`src/rtl/mmio_timer_console_if.sv`:
```
// mmio_timer_console_if: data-port bus and console TX stream between core side and the timer/console block
interface mmio_timer_console_if #(
  parameter int ADDR_WIDTH = 13
);
  logic                  en;
  logic [ADDR_WIDTH-1:0] addr;
  logic [3:0]            wr_mode;
  logic [31:0]           wdata;
  logic [31:0]           rdata;
  logic                  tx_valid;
  logic [7:0]            tx_data;
  logic                  tx_ready;
  modport master (
    output en, addr, wr_mode, wdata, tx_ready,
    input  rdata, tx_valid, tx_data
  );
  modport slave (
    input  en, addr, wr_mode, wdata, tx_ready,
    output rdata, tx_valid, tx_data
  );
endinterface

```
`src/rtl/mmio_timer_console.sv`:
```
// mmio_timer_console: memory-mapped 64-bit machine timer with compare irq and byte-wide console TX FIFO
module mmio_timer_console #(
  parameter int                    ADDR_WIDTH = 13,
  parameter logic [ADDR_WIDTH-1:0] BASE_ADDR  = 'h1FF0,
  parameter int                    PRESCALE   = 1,
  parameter int                    FIFO_DEPTH = 4
) (
  input  logic                 sysclk,
  input  logic                 rst,
  mmio_timer_console_if.slave  bus,
  output logic                 irq
);
  localparam int PW = $clog2(FIFO_DEPTH);
  logic [63:0]   mtime, mtimecmp, mtime_inc;
  logic [1:0]    ctrl;
  logic [15:0]   presc;
  logic [7:0]    mem [FIFO_DEPTH];
  logic [PW-1:0] rd_ptr, wr_ptr;
  logic [4:0]    count;
  logic          overflow;
  logic          sel, rd, wr, tick, irq_pending, full, empty;
  logic          push_req, push, pop, drop, ovf_clr;
  logic [3:0]    off;
  logic [31:0]   status, rmux;
  function automatic logic [31:0] merge(input logic [31:0] o, input logic [31:0] n, input logic [3:0] m);
    logic [31:0] r;
    for (int i = 0; i < 4; i++) r[8*i +: 8] = m[i] ? n[8*i +: 8] : o[8*i +: 8];
    return r;
  endfunction
  always_comb begin
    off         = bus.addr[3:0];
    sel         = bus.en && bus.addr[ADDR_WIDTH-1:4] == BASE_ADDR[ADDR_WIDTH-1:4];
    rd          = sel && bus.wr_mode == 4'd0;
    wr          = sel && bus.wr_mode != 4'd0;
    tick        = ctrl[0] && presc == 16'(PRESCALE - 1);
    mtime_inc   = mtime + 64'd1;
    irq_pending = mtime >= mtimecmp;
    irq         = irq_pending && ctrl[1];
    empty       = count == 5'd0;
    full        = count == 5'(FIFO_DEPTH);
    pop         = !empty && bus.tx_ready;
    push_req    = wr && off == 4'd6 && bus.wr_mode[0];
    // a full FIFO still accepts a push when the head leaves in the same cycle
    push        = push_req && (!full || pop);
    drop        = push_req && full && !pop;
    ovf_clr     = wr && off == 4'd5 && bus.wr_mode[0] && bus.wdata[3];
    status      = {23'd0, count, overflow, empty, full, irq_pending};
    rmux        = off == 4'd0 ? mtime[31:0] :
                  off == 4'd1 ? mtime[63:32] :
                  off == 4'd2 ? mtimecmp[31:0] :
                  off == 4'd3 ? mtimecmp[63:32] :
                  off == 4'd4 ? {30'd0, ctrl} :
                  off == 4'd5 ? status : 32'd0;
    bus.tx_valid = !empty;
    bus.tx_data  = mem[rd_ptr];
  end
  always_ff @(posedge sysclk) begin
    if (rst) begin
      bus.rdata <= 32'd0;
      mtime     <= 64'd0;
      mtimecmp  <= '1;
      ctrl      <= 2'd0;
      presc     <= 16'd0;
      overflow  <= 1'b0;
      rd_ptr    <= '0;
      wr_ptr    <= '0;
      count     <= 5'd0;
    end else begin
      bus.rdata       <= rd ? rmux : 32'd0;
      presc           <= (tick || !ctrl[0]) ? 16'd0 : presc + 16'd1;
      // a write to one mtime word overrides that word's increment; the other word still counts
      mtime[31:0]     <= (wr && off == 4'd0) ? merge(mtime[31:0], bus.wdata, bus.wr_mode) :
                         tick ? mtime_inc[31:0] : mtime[31:0];
      mtime[63:32]    <= (wr && off == 4'd1) ? merge(mtime[63:32], bus.wdata, bus.wr_mode) :
                         tick ? mtime_inc[63:32] : mtime[63:32];
      mtimecmp[31:0]  <= (wr && off == 4'd2) ? merge(mtimecmp[31:0], bus.wdata, bus.wr_mode) : mtimecmp[31:0];
      mtimecmp[63:32] <= (wr && off == 4'd3) ? merge(mtimecmp[63:32], bus.wdata, bus.wr_mode) : mtimecmp[63:32];
      ctrl            <= (wr && off == 4'd4 && bus.wr_mode[0]) ? bus.wdata[1:0] : ctrl;
      overflow        <= drop || (overflow && !ovf_clr);
      rd_ptr          <= pop ? rd_ptr + PW'(1) : rd_ptr;
      wr_ptr          <= push ? wr_ptr + PW'(1) : wr_ptr;
      count           <= count + 5'(push) - 5'(pop);
    end
  end
  always_ff @(posedge sysclk) begin
    if (push) mem[wr_ptr] <= bus.wdata[7:0];
  end
endmodule

```
`src/flat_wrapper.sv`:
```
// flat-port wrapper written by rule: the top's interface ports become plain ports
module mmio_timer_console_flat 
#(
  parameter int                    ADDR_WIDTH = 13,
  parameter logic [ADDR_WIDTH-1:0] BASE_ADDR  = 'h1FF0,
  parameter int                    PRESCALE   = 1,
  parameter int                    FIFO_DEPTH = 4
)
  (sysclk, rst, irq, bus_en, bus_addr, bus_wr_mode, bus_wdata, bus_tx_ready, bus_rdata, bus_tx_valid, bus_tx_data);
  mmio_timer_console_if #(.ADDR_WIDTH(ADDR_WIDTH)) bus_i ();
  input  logic sysclk;
  input  logic rst;
  output logic irq;
  input wire logic [$bits(bus_i.en)-1:0] bus_en;
  input wire logic [$bits(bus_i.addr)-1:0] bus_addr;
  input wire logic [$bits(bus_i.wr_mode)-1:0] bus_wr_mode;
  input wire logic [$bits(bus_i.wdata)-1:0] bus_wdata;
  input wire logic [$bits(bus_i.tx_ready)-1:0] bus_tx_ready;
  output wire logic [$bits(bus_i.rdata)-1:0] bus_rdata;
  output wire logic [$bits(bus_i.tx_valid)-1:0] bus_tx_valid;
  output wire logic [$bits(bus_i.tx_data)-1:0] bus_tx_data;
  assign bus_i.en = bus_en;
  assign bus_i.addr = bus_addr;
  assign bus_i.wr_mode = bus_wr_mode;
  assign bus_i.wdata = bus_wdata;
  assign bus_i.tx_ready = bus_tx_ready;
  assign bus_rdata = bus_i.rdata;
  assign bus_tx_valid = bus_i.tx_valid;
  assign bus_tx_data = bus_i.tx_data;
  mmio_timer_console #(.ADDR_WIDTH(ADDR_WIDTH), .BASE_ADDR(BASE_ADDR), .PRESCALE(PRESCALE), .FIFO_DEPTH(FIFO_DEPTH)) u_core (.sysclk(sysclk), .rst(rst), .bus(bus_i), .irq(irq));
endmodule
```
`config.mk`:
```
export PLATFORM = sky130hd
export DESIGN_NAME = mmio_timer_console_flat
export DESIGN_NICKNAME = d
export VERILOG_FILES = /design/src/rtl/mmio_timer_console_if.sv /design/src/rtl/mmio_timer_console.sv /design/src/flat_wrapper.sv
export SDC_FILE = /design/constraint.sdc
export NUM_CORES = 1
export LEC_CHECK = 0
export CORE_ASPECT_RATIO = 1.5
export CORE_MARGIN = 8
export CORE_UTILIZATION = 50
export DETAILED_ROUTE_END_ITERATION = 16
export PLACE_DENSITY = 0.79
export SYNTH_ARGS = -nofsm -noshare
export SYNTH_HDL_FRONTEND = slang
export SYNTH_SLANG_ARGS = --single-unit
```
`constraint.sdc`:
```
create_clock -name sysclk -period 6.2 [get_ports sysclk]
set_input_delay 1.55 -clock sysclk [delete_from_list [all_inputs] [get_ports sysclk]]
set_output_delay 1.55 -clock sysclk [all_outputs]
set_load 0.02 [all_outputs]
```
==> metrics.txt <==
Syn Inst Count 1,487; final period utilization 0.864; Routed WL just over 40,000 um; Fillers 2,245; Synth async-reset ratio 0; sequential cell area fraction in the yosys report 0.380; crit start category flop; root buffer cell clkbuf_16; result of the run complete, no violations; register area 0.00476 sq mm; clock tree buffer depth 3; EDFF count, synth 32; vias in the first global route 11,600; #FFs+latches synth about 220; total nets after synthesis between 1,500 and 2,000; DRT Pass-1 Iters 7; Final Critical Period 5.35 ns; dpl hpwl 29,200 um; clk slew on worst S/H paths 0.07 ns; initial DRC count around 1,200; post-cts sizing count 0; IO buf count 94; CTS tree done; Clk Latency, worst-skew pair 0.53 ns; synth-to-layout area growth 14.9%; share of cells above drive strength 1 0.0711; Synth Cell Area approximately 0.013 sq mm; WHS 0.478 ns; relative max-transition margin 0.291; endpoint type of the worst setup path output pin; final hold violation count 0; Overflow after GRT 0; wire per inst 21.5 um; f_max 187 MHz; initial antenna violation count 2; leak pwr 5.71 nW; critical path class flop to output pin; site row count 71; Routability Congestion 0.927; H-tree levels 1; worst slew pin tran 1.06 ns; Multi-input gate area 0.00709 sq mm; nets about 1,700; Post-CTS Setup Inserts 0; Vias/cell 6.34; RSZ-0062 raised after global routing no; Power Total 3.37 mW; GRT Util Overall 0.254; fin util 0.579; Worst VDD drop 0.000178 V; Worst Path Required 4.65 ns; crit path max fanout 7; Final setup viols 0; Avg Cell Area, Syn 8.43 sq um; Initial Util 0.504; Synth warnings 0; post-route ant nets 0; core area 0.0249 sq mm; Max Cap Violations 0; antenna cells 0; Post-synth top flop dfxtp_1; PwrDens 234 mW/mm^2; pin count of the biggest net entering global routing 92; clk_skew between 0.015 and 0.02 ns; Die H 210 um; pre-CTS WS 1.39 ns; DR DRC count 0; critical path arrival 3.80 ns; Die ar. between 0.03 and 0.04 sq mm; # hold bufs at CTS 0; DIE WIDTH 145 um; clock sink total 222; first-pass GRT wire length 62,800 um; final setup margin around 0.85 ns; Num CTS Buffers 23; via count ~12,000; Synth cell types between 70 and 80; Final Max Tran Viols 0; io pins 95; Setup TNS 0 ns; Hold WC Path Type flop to flop
==> state kept, by name, summed over array words and instances (netlist names), named ones only <==
| signal | flops |
|---|---|
| u_core.bus.rdata | 32 |
| u_core.count | 5 |
| u_core.ctrl | 2 |
| u_core.mem | 32 |
| u_core.mtime | 64 |
| u_core.mtimecmp | 64 |
| u_core.overflow | 1 |
| u_core.presc | 16 |
| u_core.rd_ptr | 2 |
| u_core.wr_ptr | 2 |
==> worst max-delay path, stage by stage, from the launching register on <==
cell	delay (ns)
dfxtp_1	0.37
ha_1	0.33
nand4_1	0.25
nor4bb_1	0.59
nand4_1	0.26
nor3_1	0.41
o21ai_0	0.14
a21boi_0	0.25
clkdlybuf4s50_1	0.68
==> cells in the mapped netlist, types with 16 or more instances <==
| master | number | area (sq um) |
|---|---|---|
| dfxtp_1 | 190 | 3800 |
| nand2_1 | 183 | 687 |
| nor2_1 | 106 | 398 |
| o21ai_0 | 103 | 515 |
| inv_1 | 88 | 330 |
| a21oi_1 | 81 | 405 |
| ha_1 | 77 | 963 |
| clkbuf_1 | 73 | 274 |
| o211ai_1 | 70 | 526 |
| nand3_1 | 44 | 220 |
| nand4_1 | 44 | 275 |
| nor3_1 | 37 | 185 |
| edfxtp_1 | 32 | 961 |
| and3_1 | 28 | 175 |
| a211oi_1 | 25 | 188 |
| a22oi_1 | 24 | 180 |
| and2_1 | 21 | 131 |
| mux2_2 | 21 | 236 |
| a21o_1 | 17 | 128 |
| nor4_1 | 17 | 106 |
| and4_1 | 16 | 140 |
| mux2i_1 | 16 | 160 |
==> area by class of cell <==
| cell class | instances | share of cell area |
|---|---|---|
| Clock buffer | 29 | 0.0443 |
| Multi-Input combinational cell | 1085 | 0.492 |
| Inverter | 89 | 0.0232 |
| Tap cell | 328 | 0.0285 |
| Clock inverter | 12 | 0.00851 |
| Timing Repair Buffer | 110 | 0.0729 |
| Sequential cell | 222 | 0.331 |
==> per-stage QoR <==
stage	area, sq um	instances
final	14400	1875
after global routing	14400	1875
after CTS	14400	1875
after detailed placement	13600	1834
after global placement	13600	1834
after floorplan	12500	1487
==> worst paths after layout <==
check                                                    from                         end  slack [ns]  cells past startpoint
worst min register to register     u_core.presc[0]$_SDFF_PP0_  u_core.presc[0]$_SDFF_PP0_        0.48                      1
worst max-delay path            u_core.mtime[57]$_SDFFE_PP0P_                         irq        0.85                      8
worst max register to register     u_core.count[3]$_SDFF_PP0_  u_core.count[4]$_SDFF_PP0_        3.01                     14
worst min-delay path               u_core.presc[0]$_SDFF_PP0_  u_core.presc[0]$_SDFF_PP0_        0.48                      1
==> layout by cell type, fill, tap and decap left out, types with 11 or more instances in the layout <==
cell type        instances
and4_1                  16
nand2_1                183
o21ai_0                103
nor4_1                  15
edfxtp_1                32
nand3_1                 44
xnor2_1                 12
nor3_1                  37
nor2_1                 104
ha_1                    77
o211ai_1                70
and2_1                  21
mux2_2                  21
a21o_1                  17
buf_4                   16
mux2i_1                 16
a31oi_1                 11
nand4_1                 44
or3_1                   11
a22oi_1                 24
clkbuf_16               23
and3_1                  28
inv_1                   88
a21oi_1                 81
a211oi_1                25
dfxtp_1                190
clkdlybuf4s50_1         92
==> per-layer routing <==
| layer | GRT usage | up-vias | part of all wire |
|---|---|---|---|
| met5 | 0 | - | 0.00070 |
| met4 | 0.184 | 4 | 0.074 |
| met3 | 0.0414 | 182 | 0.069 |
| met2 | 0.448 | 577 | 0.49 |
| met1 | 0.273 | 5587 | 0.36 |
| li1 | - | 5537 | - |
==> kinds of logic after synthesis <==
group / synth area share
compound gates: 0.209
buf+inv: 0.0559
simple gates: 0.212
fa+ha+maj: 0.0785
mux: 0.0496
flops: 0.380
xor+xnor: 0.0154
==> report_power, final <==
part           total [mW]  switching [mW]  leakage [nW]  internal, mW
Combinational       0.429           0.227          3.52         0.202
Sequential           1.53          0.0419          1.82          1.48
Clock                1.41           0.600         0.366         0.813
Total                3.37           0.870          5.71          2.50
(Power assumes the default switching activity.)
